$ cat src/rtl/rc4_stream_xor.sv
// rc4_stream_xor: XORs buffered RC4 keystream blocks onto a valid/ready byte stream.
// Define RC4_STREAM_PREFETCH_EN for a second keystream buffer (zero-bubble block refill).
module rc4_stream_xor #(
  parameter int NUMS_OF_BYTES = 4
) (
  input  logic                       clk,
  input  logic                       rst_n,
  input  logic                       go,
  output logic                       ks_start,
  input  logic                       ks_done,
  input  logic [NUMS_OF_BYTES*8-1:0] ks_data,
  input  logic                       in_valid,
  output logic                       in_ready,
  input  logic [7:0]                 in_data,
  output logic                       out_valid,
  input  logic                       out_ready,
  output logic [7:0]                 out_data,
  output logic                       busy
);

  localparam int W  = NUMS_OF_BYTES * 8;
  localparam int IW = (NUMS_OF_BYTES > 2) ? $clog2(NUMS_OF_BYTES) : 1;
  localparam logic [IW-1:0] LAST = IW'(NUMS_OF_BYTES - 1);

  typedef enum logic [1:0] {IDLE, REQ, WAIT, RUN} state_t;

  state_t        state;
  state_t        state_nx;
  logic [W-1:0]  kbuf0;
  logic [IW-1:0] idx;
  logic          accept;
  logic          wrap;

  assign in_ready = (state == RUN) && (!out_valid || out_ready);
  assign accept   = in_valid && in_ready;
  assign wrap     = accept && (idx == LAST);
  assign busy     = (state != IDLE);

`ifdef RC4_STREAM_PREFETCH_EN
  logic [W-1:0] kbuf1;
  logic         kbuf1_v;
  logic         pend;
  logic         arm;
  logic         fire;
  logic         take;
  logic         direct;

  assign fire   = arm && !kbuf1_v && !pend;
  assign take   = pend && ks_done;
  // refill arriving on the exhausting accept goes straight to kbuf0
  assign direct = wrap && !kbuf1_v && take;
`endif

  always_ff @(posedge clk) begin
    if (rst_n) state <= IDLE;
    else       state <= state_nx;
  end

  always_comb begin
    state_nx = state;
    ks_start = 1'b0;
    unique case (state)
      IDLE: if (go) state_nx = REQ;
      REQ: begin
        ks_start = 1'b1;
        state_nx = WAIT;
      end
      WAIT: if (ks_done) state_nx = RUN;
      RUN: begin
`ifdef RC4_STREAM_PREFETCH_EN
        if (wrap && !kbuf1_v && !take)
          state_nx = pend ? WAIT : REQ;
`else
        if (wrap) state_nx = REQ;
`endif
      end
      default: state_nx = IDLE;
    endcase
`ifdef RC4_STREAM_PREFETCH_EN
    if (fire) ks_start = 1'b1;
`endif
  end

  always_ff @(posedge clk) begin
    if (rst_n) begin
      kbuf0     <= '0;
      idx       <= '0;
      out_valid <= 1'b0;
      out_data  <= '0;
    end else begin
      if (state == WAIT && ks_done) begin
        kbuf0 <= ks_data;
        idx   <= '0;
      end
      if (accept) begin
        out_data  <= in_data ^ kbuf0[int'(idx)*8 +: 8];
        out_valid <= 1'b1;
        idx       <= wrap ? '0 : idx + 1'b1;
      end else if (out_ready) begin
        out_valid <= 1'b0;
      end
`ifdef RC4_STREAM_PREFETCH_EN
      if (wrap && kbuf1_v)
        kbuf0 <= kbuf1;
      else if (direct)
        kbuf0 <= ks_data;
`endif
    end
  end

`ifdef RC4_STREAM_PREFETCH_EN
  always_ff @(posedge clk) begin
    if (rst_n) begin
      kbuf1   <= '0;
      kbuf1_v <= 1'b0;
      pend    <= 1'b0;
      arm     <= 1'b0;
    end else begin
      // every (re)entry into a fresh block arms one prefetch request
      arm <= (state == WAIT && ks_done) ||
             (state == RUN && wrap && (kbuf1_v || take));
      if (ks_start)  pend <= 1'b1;
      else if (take) pend <= 1'b0;
      if (wrap && kbuf1_v) begin
        kbuf1_v <= 1'b0;
      end else if (state == RUN && take && !direct) begin
        kbuf1   <= ks_data;
        kbuf1_v <= 1'b1;
      end
    end
  end
`endif

endmodule

$ cat config.mk
export PLATFORM = sky130hd
export DESIGN_NAME = rc4_stream_xor
export DESIGN_NICKNAME = d
export VERILOG_FILES = /design/src/rtl/rc4_stream_xor.sv
export SDC_FILE = /design/constraint.sdc
export NUM_CORES = 1
export LEC_CHECK = 0
export BUFFER_PORTS_ARGS = -buffer_cell sky130_fd_sc_hd__buf_2
export CORE_MARGIN = 2
export CORE_UTILIZATION = 50
export DETAILED_ROUTE_END_ITERATION = 6
export PLACE_DENSITY = 0.78
export SLEW_MARGIN = 5
export SYNTH_ARGS = -nofsm -noshare
export SYNTH_HDL_FRONTEND = slang
export SYNTH_SLANG_ARGS = --single-unit
$ cat constraint.sdc
create_clock -name clk -period 1.7 [get_ports clk]
set_input_delay 0.34 -clock clk [delete_from_list [all_inputs] [get_ports clk]]
set_output_delay 0.34 -clock clk [all_outputs]
set_load 0.03 [all_outputs]
==> results of run 1 <==
## synth_stat cells
cell,number,area share
and3_1,1,0.0032
xnor2_1,8,0.036
nor2_1,8,0.016
buf_2,4,0.010
buf_4,2,0.0078
nand2b_1,1,0.0032
or3_1,1,0.0032
dfxtp_1,45,0.47
inv_1,5,0.0097
mux4_2,8,0.093
a2bb2oi_1,1,0.0045
buf_6,1,0.0058
a311oi_1,1,0.0045
buf_1,1,0.0019
clkbuf_1,8,0.016
and2_1,2,0.0065
a21o_1,1,0.0039
nand3_1,4,0.010
nand2_1,66,0.13
ha_1,6,0.039
a31o_2,1,0.0045
a211oi_1,8,0.031
a21oi_1,37,0.096
## timing repair
| action | CTS | global route |
|---|---|---|
| setup endpoints to repair | 0 | 2 |
| resized for setup | 0 | 2 |
| hold endpoints to repair | 0 | 0 |
## flip-flops by register name (all words and copies together) (netlist names)
signal	count
kbuf0	32
state	2
out_valid	1
out_data	8
idx	2
## worst register-to-register path, stage by stage (launching register included)
cell	delay (ps)
dfxtp_1	310
buf_4	200
mux4_2	540
xnor2_1	140
a211oi_1	240
## cell families (layout without fill, tap and decap cells)
group | after synthesis | after routing | synth area share
DFF | 45 | 45 | 0.466
xor gates and xnor gates | 8 | 8 | 0.0362
adders and majority gates | 6 | 6 | 0.0388
AOI/OAI and AO/OA | 49 | 49 | 0.144
buffers and inverters | 21 | 75 | 0.0511
muxes | 8 | 8 | 0.0932
and+or+nand+nor | 83 | 83 | 0.170
## final timing paths
check | to | slack (ps) | depth (start not counted)
max | busy | 120 | 4
min | kbuf0[6] | 270 | 3
min reg2reg | kbuf0[13] | 460 | 2
max reg2reg | out_data[5] | 190 | 4
## final cells by class
class | count | area (µm²) | area share
well taps | 48 | 60.1 | 0.0254
multi-input cells | 154 | 940 | 0.398
clock buffers | 5 | 68.8 | 0.0291
repair buffers | 63 | 355 | 0.151
flip-flops and latches | 45 | 902 | 0.382
inverters | 5 | 18.8 | 0.00795
clock inverters | 2 | 16.3 | 0.00689
## power by group through the flow
| stage | Combinational, µW | Clock, µW | Sequential [µW] |
|---|---|---|---|
| after floorplan | 477 | 0 | 1280 |
| after detailed placement | 703 | 0 | 1260 |
| after global routing | 801 | 688 | 1250 |
| after global placement | 677 | 0 | 1260 |
| after CTS | 706 | 652 | 1240 |
| final | 714 | 637 | 1240 |
## metrics by stage
stage / instance area, µm² / setup WS [ps] / instances / power, µW / hold slack (ps)
2_1_floorplan: 1930 / 158 / 220 / 1750 / 433
3_3_place_gp: 2270 / 273 / 315 / 1930 / 440
3_5_place_dp: 2270 / 204 / 315 / 1960 / 446
4_1_cts: 2350 / 81.1 / 322 / 2600 / 265
5_1_grt: 2360 / 54.7 / 322 / 2740 / 260
6_report: 2360 / 120 / 322 / 2590 / 268
## routing by layer
metal	share of wire	up-vias	wire (µm)
met4	0.018	0	73
met5	0	-	0
met3	0.080	7	327
met2	0.46	59	1890
met1	0.44	738	1770
li1	-	844	-
==> qor.yml, run 1 <==
htree_levels: 2
hold_path_class: "in2reg"
start_util: 0.524
antenna_found_initial: 0
fillCellCount: 352
relSlewSlack: 0.803
sw_frac_of_total: 0.329
synthesis.nets: 272
ant_nets: 0
final_common_cell: "nand2_1"
grt_use_met1: 0.250
grt_setup_unrepaired: "false"
skew_ps: 8.21
grt_pass1_vias: 1560
vdd_ir_drop_max_v: 0.000581
setup_viol: 0
num_rows: 22
first_pass_iters: 4
coreArea_um2: 3690
area_delta_synth_final_pct: 22.1
grt_overflow_total: 0
min_from: "ks_data[6]"
fin_crit_ps: 1580
clock_sinks: 45
yosysSeqAreaShare: 0.466
busiest_layer: "met2"
port_buffers: 57
cp_num_buf_inv: 3
cp_max_fo: 4
layout-drive-gt1-share: 0.296
worstPathArrival_ps: 1240
dieHeight_um: 66.2
holdBufCountCts: 0
setup_tns_ps: 0
setup.worst_path.start: "state[1]"
grt_pass1_wl_mm: 6.54
synthCells: 220
cp_common_cell: "inv_1"
power.share.clock: 0.246
fmax_ghz: 0.633
cts_root_buf: "clkbuf_8"
drc: 0
grt_max_degree: 46
status: "completed"
dp_hpwl_mm: 2.90
ios: 58
worstMarginPinSlew_ps: 295
path_clk_slew_ps: 80
combPwrFrac: 0.275
dieArea_um2: 4380
gp_congestion: 0.741
cts_buffers: 5
clk_latency_ps: 300
synth-seq-cells: 45
fin_nets: 326
grtUsageMet3: 0.0716
p_sw_uw: 851
mostFrequentLayoutCells: "66 x nand2_1, 57 x buf_2, 44 x dfxtp_1"
wl_per_cell_um: 12.6
drt_wl_total_mm: 4.07
period_share: 0.929
synth_area_um2: 1930
drt-initial-drc-count: 97
cp_slowest_stage_delay_ps: 370
required_ps: 1360
path_cells: "inv_1 > ha_1 > inv_1 > buf_2"
critical_path_class: "reg2out"
power.density_nw_per_um2: 1100
diodes: 0
end_kind: "output port"
synth.avg_cell_area_um2: 8.79
p_int_uw: 1740
report.final.slew_viol_count: 0
p_leak_uw: 0.000924
grt.met2_usage: 0.318
cts_tree: "built"
yosysWarnings: 0
die_w_um: 66.2
critical-path-top-delay-family: "buffers and inverters"
vias_per_cell: 5.12
start_kind: "flop"
drv_cap: 0
grt.total_usage: 0.201
report.final.hold_viol_count: 0
via_count: 1648
clk_path_buf_depth: 2
final_util: 0.640
crit_path_top_delay_cell: "dfxtp_1"
seqPwrFrac: 0.479
ys_types: 23
cts_setup_buffers: 0
r2r_start: "idx[1]"
Note: power is estimated with default switching activity, not from simulation.
==> inputs of run 2 (changes only) <==
--- a/config.mk
+++ b/config.mk
@@ -9,7 +9,8 @@
 export CORE_MARGIN = 2
 export CORE_UTILIZATION = 50
 export DETAILED_ROUTE_END_ITERATION = 6
-export PLACE_DENSITY = 0.78
+export GPL_ROUTABILITY_DRIVEN = 0
+export PLACE_DENSITY = 0.86
 export SLEW_MARGIN = 5
 export SYNTH_ARGS = -nofsm -noshare
 export SYNTH_HDL_FRONTEND = slang
==> qor.yml, run 2 (synthesis gave the netlist of run 1 again) <==
status: "completed"
layout-drive-gt1-share: 0.288
critical_path_class: "reg2out"
die_w_um: 66.2
clock_sinks: 45
vdd_ir_drop_max_v: 0.000634
dp_hpwl_mm: 2.94
cts_root_buf: "clkbuf_8"
total_power_uw: 2630
clk_path_buf_depth: 2
diodes: 0
cp_max_fo: 5
fin_nets: 325
grt_pass1_vias: 1481
design_area_um2: 2360
area_delta_synth_final_pct: 22.1
cts_setup_buffers: 0
report.final.hold_viol_count: 0
start_util: 0.524
place_area_um2: 2260
mostFrequentLayoutCells: "66 x nand2_1, 57 x buf_2, 45 x dfxtp_1"
p_int_uw: 1780
seqPwrFrac: 0.470
port_buffers: 57
dieArea_um2: 4380
holdBufCountCts: 0
wl_per_cell_um: 12.4
grt_max_degree: 35
final_common_cell: "nand2_1"
clk_latency_ps: 300
largest_reg_flops: 32
relSlewSlack: 0.647
antenna_found_initial: 0
grt_overflow_total: 0
min_to: "kbuf0[7]"
hold_path_class: "in2reg"
p_leak_uw: 0.000929
min_from: "ks_data[7]"
reg2reg_slack_ps: 150
cts_tree: "built"
vias_per_cell: 5.16
top_regs: "kbuf0 (32), out_data (8)"
coreArea_um2: 3690
drt-initial-drc-count: 109
worstMarginPinSlew_ps: 529
crit_path_top_delay_cell: "dfxtp_1"
fillCellCount: 323
timing.rr.end: "state[0]"
via_count: 1663
worst_r2r_path_depth: 6
grt_setup_unrepaired: "true"
drv_cap: 0
grt.total_usage: 0.198
drt_wl_total_mm: 3.98
required_ps: 1360
sw_frac_of_total: 0.324
start_kind: "flop"
r2r_start: "state[0]"
instances_no_fill: 322
worstPathArrival_ps: 1250
fin_crit_ps: 1590
ant_nets: 0
cts_resized: 0
ios: 58
multiInputGateArea_um2: 933
placed_cells: 314
grt_pass1_wl_mm: 6.53
setup_tns_ps: 0
path_clk_slew_ps: 90
setup_viol: 0
end_kind: "output port"
combPwrFrac: 0.262
dieHeight_um: 66.2
top_register: "kbuf0"
path_cells: "inv_1 > ha_1 > inv_1 > buf_2"
skew_ps: 9.22
period_share: 0.933
drc: 0
hold_depth: 3
first_pass_iters: 4
fmax_ghz: 0.630
power.density_nw_per_um2: 1110
htree_levels: 2
p_sw_uw: 853
power.share.clock: 0.269
report.final.slew_viol_count: 0
num_rows: 22
cp_common_cell: "inv_1"
cp_slowest_stage_delay_ps: 420
cts_buffers: 5
regArea_um2: 901
run 2: changes by cell type in the layout (fill, tap and decap cells not counted), sizes merged:
cell	previous run	this run
buf	63	62
clkinvlp	1	0
clkbuf	5	6
inv	5	6
run 2: metrics by stage:
| stage | worst slack [ps] | hold slack, ps | util |
|---|---|---|---|
| 2_1_floorplan | 158 | 433 | - |
| 3_3_place_gp | 229 | 440 | 0.613 |
| 3_5_place_dp | 144 | 445 | 0.613 |
| 4_1_cts | 96.7 | 266 | 0.640 |
| 5_1_grt | -11.6 | 267 | 0.640 |
| 6_report | 114 | 268 | 0.640 |
run 2: worst max-delay path by stage:
stage	slack, ps	from	endpoint
2_1_floorplan	160	state[0]	state[0]
3_3_place_gp	230	idx[1]	out_data[3]
3_5_place_dp	140	state[0]	state[0]
4_1_cts	100	state[0]	in_ready
5_1_grt	-10	state[0]	state[0]
6_report	110	state[0]	busy
run 2: metal layers:
metal,routed length [µm],track usage,up-vias,part of all wire
li1,-,-,849,-
met1,1760,0.259,762,0.44
met2,1900,0.319,47,0.48
met3,277,0.0528,5,0.070
met4,44,0.0612,0,0.011
met5,0,0,-,0
run 2: final cells by class:
class                           count  share of cell area
Clock buffer                        6              0.0350
Clock inverter                      2             0.00742
Inverter                            5             0.00795
Multi-Input combinational cell    154               0.395
Sequential cell                    45               0.382
Tap cell                           48              0.0254
Timing Repair Buffer               62               0.147
run 2: power groups by stage:
stage	combinational [µW]	clock, µW	sequential (µW)
4_1_cts	698	717	1240
6_report	689	707	1240
3_3_place_gp	677	0	1250
3_5_place_dp	696	0	1260
2_1_floorplan	477	0	1280
5_1_grt	772	773	1250
run 2: critical path, delay by kind of cell, from the launching register on:
kind	cells	cell delay, ps
flip-flops	1	420
adder cells (fa/ha/maj)	1	200
buffers and inverters	3	340
